### src/rtl/binario_para_display.sv
// rtl/binario_para_display.sv - sequential binary-to-BCD encoder (double-dabble) for a two-digit display
module binario_para_display #(
    parameter int LARGURA    = 8,
    parameter bit COM_SINAL  = 1'b1,
    parameter bit APAGA_ZERO = 1'b1
) (
    input  logic               clock,
    input  logic               reset,
    input  logic               iniciar,
    input  logic [LARGURA-1:0] valor,
    output logic               ocupado,
    output logic               concluido,
    output logic               sinal,
    output logic [3:0]         dezena,
    output logic [3:0]         unidade
);

    localparam int CW = $clog2(LARGURA + 1);
    localparam logic [CW-1:0] ULTIMO = CW'(LARGURA - 1);

    typedef enum logic [1:0] {
        OCIOSO,
        CONVERTE,
        FINALIZA
    } estado_t;

    estado_t            estado;
    logic               neg;
    logic [LARGURA-1:0] mag;
    logic [19:0]        bcd;
    logic [CW-1:0]      contador;
    logic [15:0]        bcd_adj;
    logic               neg_entrada;

    assign neg_entrada = COM_SINAL & valor[LARGURA-1];

    // Only the four low digits need the add-3 step: for at most 16 input bits the
    // fifth digit never reaches 5 before its final shift.
    always_comb begin
        bcd_adj = bcd[15:0];
        for (int i = 0; i < 4; i++) begin
            if (bcd[4*i +: 4] >= 4'd5) begin
                bcd_adj[4*i +: 4] = bcd[4*i +: 4] + 4'd3;
            end
        end
    end

    always_ff @(posedge clock) begin
        if (reset) begin
            estado    <= OCIOSO;
            ocupado   <= 1'b0;
            concluido <= 1'b0;
            sinal     <= 1'b0;
            dezena    <= 4'hA;
            unidade   <= 4'hA;
            neg       <= 1'b0;
            mag       <= '0;
            bcd       <= '0;
            contador  <= '0;
        end else begin
            concluido <= 1'b0;
            case (estado)
                OCIOSO: begin
                    if (iniciar) begin
                        neg      <= neg_entrada;
                        mag      <= neg_entrada ? (~valor + LARGURA'(1)) : valor;
                        bcd      <= '0;
                        contador <= '0;
                        ocupado  <= 1'b1;
                        estado   <= CONVERTE;
                    end
                end
                CONVERTE: begin
                    bcd      <= {bcd[18:16], bcd_adj, mag[LARGURA-1]};
                    mag      <= mag << 1;
                    contador <= contador + 1'b1;
                    if (contador == ULTIMO) begin
                        estado <= FINALIZA;
                    end
                end
                FINALIZA: begin
                    ocupado   <= 1'b0;
                    concluido <= 1'b1;
                    estado    <= OCIOSO;
                    if (|bcd[19:8]) begin
                        sinal   <= 1'b0;
                        dezena  <= 4'hF;
                        unidade <= 4'hF;
                    end else begin
                        sinal   <= neg;
                        unidade <= bcd[3:0];
                        dezena  <= (bcd[7:4] == 4'd0 && APAGA_ZERO) ? 4'hA : bcd[7:4];
                    end
                end
                default: begin
                    estado <= OCIOSO;
                end
            endcase
        end
    end

endmodule

### config.mk
export PLATFORM = sky130hd
export DESIGN_NAME = binario_para_display
export DESIGN_NICKNAME = d
export VERILOG_FILES = /design/src/rtl/binario_para_display.sv
export SDC_FILE = /design/constraint.sdc
export NUM_CORES = 1
export LEC_CHECK = 0
export BUFFER_PORTS_ARGS = -buffer_cell sky130_fd_sc_hd__buf_2
export CAP_MARGIN = 20
export CORE_MARGIN = 8
export CORE_UTILIZATION = 55
export CTS_CLUSTER_SIZE = 20
export DETAILED_ROUTE_END_ITERATION = 12
export PLACE_DENSITY = 0.75
export SETUP_SLACK_MARGIN = 0.3
export SLEW_MARGIN = 20
export SYNTH_ARGS = -nofsm -noshare
export SYNTH_HDL_FRONTEND = slang
export SYNTH_SLANG_ARGS = --single-unit
export TNS_END_PERCENT = 50
### constraint.sdc
create_clock -name clock -period 4.8 [get_ports clock]
set_clock_uncertainty 0.05 [all_clocks]
set_input_delay 1.2 -clock clock [delete_from_list [all_inputs] [get_ports clock]]
set_output_delay 1.2 -clock clock [all_outputs]
set_load 0.05 [all_outputs]
---- Word-level counts from Yosys, hierarchy flattened ----
Cells that the tools add are included.
operators by class
  add/sub/neg operators ................... 6
  order comparisons ....................... 4
  equal/unequal tests ..................... 5
  mux-type cells .......................... 21
  bitwise operators ....................... 1
  reduce and logical (&&, ||, !) cells .... 9
operators by type and width
  cell                 number
  $pmux 20 s2          1
  $mux 4               8
  $mux 20              1
  $add 4x2->4 const B  4
  $ge 4x3->1 const B   4
  $mux 8               2
  $pmux 8 s2           1
  $reduce_or 12->1     1
  $add 8x1->8 const B  1
  $not 8->8            1
  $pmux 4 s2           1
  $reduce_and 2->1     4
  $add 4x1->4 const B  1
  $eq 4x3->1 const B   1
  $logic_not 4->1      1
  $mux 2               2
  $ne 2x2->1 const B   2
  $pmux 2 s2           1
  $reduce_bool 2->1    2
  $mux 1               3
  $eq 2x1->1 const B   1
  $eq 2x2->1 const B   1
  $logic_not 2->1      1
  $pmux 1 s2           1
word-level totals
  register bits ........................... 46
  output and inout port bits .............. 11
  word-level logic and storage cells ...... 56

---- Depth between registers and ports, before layout ----
Gate-level depths: netlist of run 1.
  depth after elaboration ................. 5
  mapped depth ............................ 6

---- Worst setup path after synthesis of run 1 ----
Ideal clock, no wire load.
  kind .................................... input to register
  start point ............................. in valor[3]
  end point ............................... reg mag[6]
  library setup time ...................... 0.103 ns
  data arrival time ....................... 2.089 ns
  slack ................................... 2.558 ns
  stages .................................. 4
  path through ............................ nor4_1 > a21boi_1 > xnor2_1 > a2111oi_2
on the way
  word-level cells in the longest chain between the ends .. 5
RTL lines
  item                    RTL line  text
  start: declaration      10        input logic [LARGURA-1:0] valor,
  $not 8->8               66        mag <= neg_entrada ? (~valor + LARGURA'(1)) : valor;
  $add 8x1->8             66
  $mux 8                  66
  $mux 8                  64        if (iniciar) begin
  $pmux 8 s2              62        case (estado)
  end signal: assignment  66
  end signal: assignment  75        mag <= mag << 1;
  end: declaration        29        logic [LARGURA-1:0] mag;
No other way between the ends. The select of a mux whose other input is x is not followed.
A chain may end at the register's enable or synchronous reset.

---- Worst setup path in the final report of run 1 ----
  start point ............................. in iniciar
  end point ............................... reg bcd[6]
on the way
  word-level cells in the longest chain between the ends .. 2
RTL lines
  item                        RTL line  text
  start: declaration          9         input logic iniciar,
  $ne 2x2->1 (no line)        --
  $reduce_and 2->1 (no line)  --
  end signal: assignment      74        bcd <= {bcd[18:16], bcd_adj, mag[LARGURA-1]};
  end: declaration            30        logic [19:0] bcd;
No other way between the ends.

==> results of run 1 <==
-- cell usage in the layout, fill, tap and decap left out, drive strengths merged, types with 3 or more instances in the layout --
cell	n
ha	12
a22oi	4
clkbuf	7
buf	21
o32ai	3
a21oi	9
inv	11
nor4	3
o21bai	3
nor3b	3
a222oi	4
o22ai	7
nand2	7
xnor2	8
dfxtp	46
nor3	9
mux2i	5
o21ai	10
a22o	8
a32o	4
nand2b	11
o31ai	5
nor2	17
nor2b	5
-- cell families (layout without fill, tap and decap cells) --
| family | after synthesis | count (layout) | synth area share |
|---|---|---|---|
| compound gates | 63 | 63 | 0.210 |
| flops | 46 | 46 | 0.419 |
| mux | 6 | 6 | 0.0279 |
| fa+ha+maj | 12 | 12 | 0.0683 |
| buf+inv | 22 | 40 | 0.0478 |
| xor+xnor | 10 | 10 | 0.0399 |
| simple gates | 70 | 70 | 0.187 |
-- final timing paths --
path,startpoint,endpoint
setup reg to reg,estado[0]$_SDFFE_PP0P_,bcd[6]$_SDFFE_PP0P_
hold reg to reg,neg$_SDFFE_PP0P_,neg$_SDFFE_PP0P_
setup / recovery,iniciar,bcd[6]$_SDFFE_PP0P_
hold / removal,neg$_SDFFE_PP0P_,neg$_SDFFE_PP0P_
-- power by group --
group | internal, mW | switching [mW]
sequential | 0.390 | 0.00652
clock | 0.116 | 0.123
combinational | 0.0245 | 0.0387
-- Yosys cell counts (all sizes together) --
cell / instances
xor2: 2
a22oi: 4
o21ai: 10
nor3b: 3
and2: 1
a21oi: 9
nand3: 2
a22o: 8
inv: 11
ha: 12
a211oi: 1
nand4: 2
or3b: 2
nand4b: 1
o31ai: 5
mux2: 1
nor2: 17
nor2b: 5
o21bai: 3
xnor2: 8
nand2: 7
clkbuf: 5
and3b: 1
dfxtp: 46
nand2b: 11
nor3: 9
o221ai: 1
a2111oi: 1
or3: 1
a222oi: 4
nor4b: 1
a32o: 4
and2b: 2
nor4: 3
o32ai: 3
o41ai: 1
mux2i: 5
a21boi: 2
buf: 6
or2: 2
o22ai: 7
-- per-layer routing --
layer | up-vias | GRT usage
li1 | 876 | -
met1 | 794 | 0.170
met2 | 21 | 0.223
met3 | 4 | 0.0451
met4 | 0 | 0.0389
met5 | - | 0
-- registers in the layout, summed over array words and instances, names as in the netlist --
signal     count
bcd           20
concluido      1
contador       4
dezena         4
estado         2
mag            8
neg            1
ocupado        1
sinal          1
unidade        4
-- final cells by class --
| cell class | instances | area (um^2) |
|---|---|---|
| Fill cell | 365 | 1520 |
| Multi-Input combinational cell | 161 | 1170 |
| Sequential cell | 46 | 921 |
| Timing Repair Buffer | 21 | 105 |
| Clock buffer | 7 | 86.3 |
| Tap cell | 50 | 62.6 |
| Inverter | 11 | 41.3 |
| Clock inverter | 1 | 5.00 |
-- per-stage QoR --
stage | setup slack [ns] | power, mW | utilization | hold slack, ns | cell area, um^2
after floorplan | 2.56 | 0.455 | - | 0.379 | 2200
after global placement | 1.96 | 0.468 | 0.588 | 0.396 | 2300
final | 2.24 | 0.699 | 0.611 | 0.418 | 2390
after global routing | 2.05 | 0.732 | 0.611 | 0.438 | 2390
after CTS | 2.25 | 0.703 | 0.611 | 0.425 | 2390
after detailed placement | 1.96 | 0.469 | 0.588 | 0.413 | 2300
-- worst register-to-register path, cell delays in order, from the launching register on --
cell and delay, ns:
dfxtp_1 0.39, o21bai_1 0.67, nor2b_1 0.59, a22o_1 0.24
==> results.yml, run 1 <==
status:
  outcome: "complete, no violations"
floorplanning:
  row_count: 23
  die_x_um: 79.2
  fp.coreArea_um2: 3910
  ioPinCount: 22
  initial_core_util: 0.561
  die_height_um: 79.2
  dieArea_um2: 6270
sta:
  hold_violations: 0
  fmax_mhz: 391
  tightest_slew_ns: 0.786
  maxSlewViolCount: 0
  finalSetupViolCount: 0
  fin_crit_sh: 0.533
  period_minus_slack_ns: 2.56
  setup-tns-final_ns: 0
  relSlewSlack: 0.475
  rsz0062_at_grt: "no"
job:
  maxCapViolations: 0
synth:
  syn_inst: 229
  syn_area_per_cell_um2: 9.59
  synthTopCellsByArea: "dfxtp_1 (42%), ha_1 (6.8%), a22o_1 (3.2%), xnor2_1 (3.2%), nand2b_1 (3.1%)"
  ys_types: 50
  ys_warn_count: 0
  yosysTopAreaCellShare: 0.419
  ys_ff_latch: 46
  yosys.area.top_type: "dfxtp_1"
  ys_seq_area_frac: 0.419
  syn_area_um2: 2200
  syn_nets: 252
power:
  cellPowerDensity_nw_per_um2: 292
  ir_worst_vdd_mv: 0.177
  p_leak_nw: 0.948
global_route:
  grt_max_degree: 31
  grt-ovfl-total: 0
  grt_pass1_vias: 1584
  gr-usage-all-layers: 0.138
  grt_pass1_wl_um: 7110
  antenna_found_initial: 0
routing:
  dr_wl_met2_um: 1830
  drt_iter0_drc: 96
  drcViolationCount: 0
  vias: 1695
  topRoutingLayerUsed: "met4"
  ant_nets: 0
  m1WireLength_um: 2050
  vias_per_cell: 5.71
  finalWirelength_um: 4070
  firstDrtPassIters: 4
  routed-wl-met3_um: 170
  wire_per_inst_um: 13.7
place:
  numPortBuffers: 21
  hpwl_um: 2890
  dp.cells: 289
  place_congestion: 0.769
critical_path:
  cp_max_fo: 12
  crit_family: "compound AO/OA/AOI/OAI gates"
  critPathRequiredTime_ns: 4.99
  cp-end-kind: "flip-flop"
  worst_setup_path_start_kind: "input port"
  path_buf_inv: 1
  crit_type: "in -> reg"
  cp_slowest_cell: "o21bai_1"
  regToRegSetupSlack_ns: 2.82
  cp.depth: 4
  reg2reg_depth: 3
  critical-path-max-stage-delay_ns: 0.61
  critPathArrivalTime_ns: 2.74
  worstPathCellList: "buf_2 > o21bai_1 > nor2b_1 > a22o_1"
worst_hold_path:
  worstHoldPathType: "reg -> reg"
  worstHoldPathCells: 2
clocking:
  clkSlewWorstSetupHoldPaths_ns: 0.08
  cts_root_buf: "clkbuf_8"
  cts.sink_count: 46
  ctsHoldBuffers: 0
  cts_tree: "yes"
  cts_made_buffers: 5
  ctsResizeCount: 0
  cts_buffer_depth: 2
  clkLatencyLatePin_ns: 0.29
  cts_setup_buffers: 0
  cts_htree_levels: 2
cells_and_area:
  nNetsFinal: 269
  insertedDiodeCount: 0
  synthToLayoutAreaGrowth_pct: 8.88
  final_cells: 297
  drive_gt1_frac: 0.150
(Power assumes the default switching activity.)
==> run 2: changes to the inputs <==
Clock period 4.8 ns to 2.4 ns, I/O delays scaled along.
==> run 2 against run 1 <==
Compared with the run above: power increased by 110%; critical path type is now reg -> reg; critical path depth unchanged; die area unchanged; non-clock buffer count rose by 3; clock-buffer cell count is the same; sequential cell count did not move.
==> results.yml, run 2 (synthesized netlist as in run 1, its figures left out) <==
floorplanning:
  fp.coreArea_um2: 3910
  die_x_um: 79.2
  initial_core_util: 0.561
  die_height_um: 79.2
  row_count: 23
  ioPinCount: 22
  dieArea_um2: 6270
place:
  place_congestion: 0.820
  numPortBuffers: 21
  hpwl_um: 2990
clocking:
  cts_root_buf: "clkbuf_8"
  ctsResizeCount: 0
  cts_buffer_depth: 2
  clkSlewWorstSetupHoldPaths_ns: 0.08
  cts_htree_levels: 2
  cts_made_buffers: 5
  ctsHoldBuffers: 0
  cts.sink_count: 46
  cts_tree: "yes"
  cts_setup_buffers: 0
  clkLatencyLatePin_ns: 0.29
cells_and_area:
  drive_gt1_frac: 0.156
  layout_commonest_cell: "dfxtp_1"
  regMostFlops: "bcd"
  synthToLayoutAreaGrowth_pct: 10.6
  layout_common_cells: "dfxtp_1 (46), buf_2 (21), nor2_1 (17)"
  largest_reg_flops: 20
  largestRegisters: "bcd (20), mag (8)"
  fillerInstances: 354
  nNetsFinal: 272
  insertedDiodeCount: 0
routing:
  m1WireLength_um: 2040
  finalWirelength_um: 4250
  wire_per_inst_um: 14.2
  drcViolationCount: 0
  firstDrtPassIters: 4
  routed-wl-met3_um: 186
  ant_nets: 0
  vias_per_cell: 5.73
  topRoutingLayerUsed: "met4"
  vias: 1720
  drt_iter0_drc: 138
  dr_wl_met2_um: 1950
power:
  p_seq_frac: 0.536
  power.switching_uw: 335
  internal_power_mw: 1.14
  report.power.total_mw: 1.48
  p_sw_frac: 0.226
  power.clock.fraction: 0.376
  ir_worst_vdd_mv: 0.278
  cellPowerDensity_nw_per_um2: 609
  p_leak_nw: 0.967
  power_frac_comb: 0.088
worst_hold_path:
  worstHoldPathCells: 2
  min_to: "neg$_SDFFE_PP0P_"
  worstHoldPathType: "reg -> reg"
  hp-start: "neg$_SDFFE_PP0P_"
sta:
  finalSetupViolCount: 0
  relSlewSlack: 0.512
  period_minus_slack_ns: 1.79
  setup-tns-final_ns: 0
  fin_crit_sh: 0.745
  maxSlewViolCount: 0
  hold_violations: 0
  rsz0062_at_grt: "no"
  fmax_mhz: 560
  tightest_slew_ns: 0.730
global_route:
  grt-ovfl-total: 0
  antenna_found_initial: 0
  grt_max_degree: 18
  gr-usage-all-layers: 0.139
  grt_pass1_wl_um: 7220
  grt_pass1_vias: 1609
critical_path:
  critPathArrivalTime_ns: 1.98
  regToRegSetupSlack_ns: 0.61
  cp_max_fo: 13
  crit_type: "reg -> reg"
  cp-end-kind: "flip-flop"
  critPathRequiredTime_ns: 2.59
  reg2reg_depth: 4
  r2r_end: "bcd[11]$_SDFFE_PP0P_"
  startpoint: "estado[0]$_SDFFE_PP0P_"
  reg2reg_from: "estado[0]$_SDFFE_PP0P_"
  worst_setup_path_start_kind: "flip-flop"
job:
  maxCapViolations: 0
status:
  outcome: "complete, no violations"
-- run 2: cell types whose count changed in the layout (fill, tap and decap cells not counted) --
cell / delta
clkbuf_8: -1
clkbuf_1: +1
buf_4: +3
bufinv_16: +1
clkinv_2: -1
-- run 2: layout make-up --
type / instances / area, um^2 / area share
Tap cell: 50 / 62.6 / 0.0257
Clock inverter: 1 / 30.0 / 0.0124
Clock buffer: 7 / 76.3 / 0.0314
Inverter: 11 / 41.3 / 0.0170
Sequential cell: 46 / 921 / 0.379
Multi-Input combinational cell: 161 / 1170 / 0.482
Timing Repair Buffer: 24 / 128 / 0.0525
-- run 2: worst max-delay path by stage --
stage / to / slack [ns] / cells after the start
3_3_place_gp: mag[6]$_SDFFE_PP0P_ / 0.53 / 5
2_1_floorplan: mag[6]$_SDFFE_PP0P_ / 0.76 / 4
5_1_grt: bcd[7]$_SDFFE_PP0P_ / 0.46 / 4
3_5_place_dp: mag[6]$_SDFFE_PP0P_ / 0.49 / 5
6_report: bcd[11]$_SDFFE_PP0P_ / 0.61 / 4
4_1_cts: bcd[11]$_SDFFE_PP0P_ / 0.60 / 4
-- run 2: routing by layer --
layer,global-route usage,up-vias
met5,0,-
met2,0.219,27
met1,0.174,806
met3,0.0316,9
li1,-,878
met4,0.0704,0
-- run 2: through the flow --
step                       util  hold WS (ns)  instance area (um^2)  setup slack, ns  cells
after global routing      0.621         0.441                  2430            0.457    300
after global placement    0.594         0.395                  2320            0.531    292
after CTS                 0.621         0.412                  2430            0.601    300
final                     0.621         0.409                  2430            0.613    300
after floorplan               -         0.379                  2200            0.758    229
after detailed placement  0.594         0.401                  2320            0.493    292
-- run 2: worst max-delay path, stage by stage (launching register included) --
cell      delay (ns)
dfxtp_1         0.44
and2b_1         0.37
nand2b_1        0.37
o31ai_1         0.33
a32o_1          0.17
-- run 2: power by group through the flow --
stage | Clock, mW | Sequential, mW | Combinational [mW]
floorplan | 0 | 0.814 | 0.0970
global placement | 0 | 0.811 | 0.129
detailed placement | 0 | 0.811 | 0.130
CTS | 0.566 | 0.793 | 0.131
global route | 0.602 | 0.795 | 0.145
finish | 0.556 | 0.793 | 0.131
==> run 3: changes to the inputs <==
Settings changed: ABC_AREA set to 1, CORE_UTILIZATION 55 to 53.
Clock period 2.4 ns to 1.6 ns, I/O delays scaled along.
==> run 3 against run 2 <==
Compared with the run above: sequential power increased by 50%; cell area increased by 23%; setup slack got worse by 0.35 ns; hold slack got worse by 0.054 ns; non-clock buffer count increased by 19; largest cell class unchanged.
==> results.yml, run 3 <==
status:
  outcome: "complete, no violations"
clocking:
  cts_made_buffers: 5
  cts.sink_count: 46
  cts_buffer_depth: 2
  cts_tree: "yes"
  cts_htree_levels: 2
  clkSlewWorstSetupHoldPaths_ns: 0.08
  cts_root_buf: "clkbuf_8"
  ctsHoldBuffers: 0
  clkLatencyLatePin_ns: 0.30
global_route:
  gr-usage-all-layers: 0.164
  grt_pass1_wl_um: 8740
  grt_max_degree: 21
  antenna_found_initial: 0
  grt-ovfl-total: 0
  grt_pass1_vias: 2032
floorplanning:
  die_height_um: 81.6
  row_count: 24
  ioPinCount: 22
  die_x_um: 81.6
  initial_core_util: 0.538
  dieArea_um2: 6660
  fp.coreArea_um2: 4230
synth:
  yosysMostFrequentCell: "nand2_1"
  synth_common_cells: "nand2_1 (61), dfxtp_1 (46), inv_1 (44)"
  synth-simple-area-share: 0.245
  ys_warn_count: 0
  synthXorXnorAreaFrac: 0.0115
  ys_types: 29
  muxShareOfSynthArea: 0
  ys_ff_latch: 46
  syn_inst: 317
  synth_top_family_by_area: "simple AND/OR/NAND/NOR gates"
  syn_nets: 340
  yosysTopAreaCellShare: 0.404
  synth-async-reset-ratio: 0
  yosys.area.top_type: "dfxtp_1"
  syn_area_um2: 2280
  syn_area_per_cell_um2: 7.19
  synth_compound_area_frac: 0.181
  synthTopCellsByArea: "dfxtp_1 (40%), nand2_1 (10%), o21ai_0 (8.1%), inv_1 (7.2%), ha_1 (6.6%)"
  synth_edf_count: 0
  synthAdderAreaFrac: 0.0659
  ys_seq_area_frac: 0.404
  ys.flop_type: "dfxtp_1"
power:
  power.switching_uw: 548
  cellPowerDensity_nw_per_um2: 720
  p_leak_nw: 1.30
  internal_power_mw: 1.60
  power.clock.fraction: 0.339
  ir_worst_vdd_mv: 0.397
  p_seq_frac: 0.554
  p_sw_frac: 0.256
  power_frac_comb: 0.107
critical_path:
  worstPathCellList: "inv_4 > ha_4 > inv_2 > nor2_4 > nand2_1 > nand2_2 > inv_2 > nand2_1 > nand3_1 > o21ai_1"
  crit_family: "simple AND/OR/NAND/NOR gates"
  crit_type: "reg -> reg"
  critPathRequiredTime_ns: 1.76
  critPathArrivalTime_ns: 1.50
  critical-path-max-stage-delay_ns: 0.34
  cp_slowest_cell: "dfxtp_2"
  cp_max_fo: 5
  cp-end-kind: "flip-flop"
  path_buf_inv: 3
  worst_setup_path_start_kind: "flip-flop"
place:
  hpwl_um: 3460
  place_congestion: 0.875
  numPortBuffers: 21
sta:
  finalSetupViolCount: 0
  relSlewSlack: 0.818
  maxSlewViolCount: 0
  period_minus_slack_ns: 1.33
  setup-tns-final_ns: 0
  tightest_slew_ns: 0.270
  rsz0062_at_grt: "yes"
  fin_crit_sh: 0.833
  hold_violations: 0
  fmax_mhz: 750
routing:
  wire_per_inst_um: 13.8
  ant_nets: 0
  drcViolationCount: 0
  vias_per_cell: 5.42
  m1WireLength_um: 2420
  firstDrtPassIters: 5
  vias: 2239
  routed-wl-met3_um: 344
  dr_wl_met2_um: 2880
  finalWirelength_um: 5710
  drt_iter0_drc: 186
  topRoutingLayerUsed: "met4"
cells_and_area:
  regMostFlops: "bcd"
  largest_reg_flops: 20
  nNetsFinal: 383
  final_core_util: 0.703
  drive_gt1_frac: 0.324
  layout_commonest_cell: "nand2_1"
  layout_common_cells: "nand2_1 (52), dfxtp_1 (33), inv_1 (30)"
  insertedDiodeCount: 0
  synthToLayoutAreaGrowth_pct: 30.6
  largestRegisters: "bcd (20), mag (8)"
  fillerInstances: 331
job:
  maxCapViolations: 0
worst_hold_path:
  worstHoldPathType: "in -> reg"
-- run 3: cell types whose count changed after synthesis, moves of 11 or more --
cell,change
inv_1,+33
nand2b_1,-11
o21ai_0,+29
nor2_1,+13
nand2_1,+54
nand3_1,+22
-- run 3: area by class of cell --
cell class,instances,area [um^2],share of cell area
Multi-Input combinational cell,217,1350,0.452
Sequential cell,46,950,0.319
Timing Repair Buffer,43,323,0.108
Inverter,47,203,0.0681
Clock buffer,7,86.3,0.0290
Tap cell,52,65.1,0.0219
Clock inverter,1,5.00,0.00168
-- run 3: logic make-up after synthesis --
group,count (synthesis)
xor gates and xnor gates,3
adders and majority gates,12
DFF,46
buffers and inverters,54
AOI/OAI and AO/OA,75
and+or+nand+nor,127
-- run 3: stage by stage --
| step | total power [mW] | worst slack (ns) | area [um^2] | hold slack, ns | cells |
|---|---|---|---|---|---|
| finish | 2.14 | 0.267 | 2980 | 0.355 | 413 |
| global route | 2.23 | 0.193 | 2980 | 0.360 | 413 |
| CTS | 2.13 | 0.242 | 2670 | 0.338 | 402 |
| detailed placement | 1.42 | 0.103 | 2460 | 0.400 | 388 |
| global placement | 1.42 | 0.141 | 2460 | 0.398 | 388 |
| floorplan | 1.36 | 0.313 | 2280 | 0.379 | 317 |
-- run 3: timing repair --
| item | in CTS | in global routing |
|---|---|---|
| buffers inserted | 6 | 11 |
| setup endpoints to repair | 31 | 44 |
| endpoints found under the hold margin | 0 | 0 |
| resized for setup | 37 | 78 |
| pin swaps | 9 | 21 |
-- run 3: metal layers --
metal  vias up  track usage
met3         9       0.0284
li1       1126            -
met1      1044        0.206
met4         0       0.0702
met2        60        0.270
met5         -            0
-- run 3: path summary, 6_finish.rpt --
kind	start	to	slack [ns]	cells past startpoint
max	bcd[13]$_SDFFE_PP0P_	bcd[13]$_SDFFE_PP0P_	0.27	10
min	reset	contador[2]$_SDFFE_PP0P_	0.35	2
max reg2reg	bcd[13]$_SDFFE_PP0P_	bcd[13]$_SDFFE_PP0P_	0.27	10
min reg2reg	mag[0]$_SDFFE_PP0P_	mag[0]$_SDFFE_PP0P_	0.42	2
-- run 3: power by group through the flow --
stage                     Clock, mW  Combinational (mW)  Sequential [mW]
after global placement            0               0.199             1.22
after detailed placement          0               0.202             1.22
final                         0.727               0.229             1.19
after floorplan                   0               0.136             1.22
after CTS                     0.736               0.206             1.19
after global routing          0.781               0.257             1.19
-- run 3: worst register-to-register path: cells and delay by family, from the launching register on --
| family | cells | cell delay, ns |
|---|---|---|
| compound gates | 1 | 0.10 |
| fa+ha+maj | 1 | 0.15 |
| buf+inv | 3 | 0.18 |
| flops | 1 | 0.34 |
| simple gates | 5 | 0.42 |
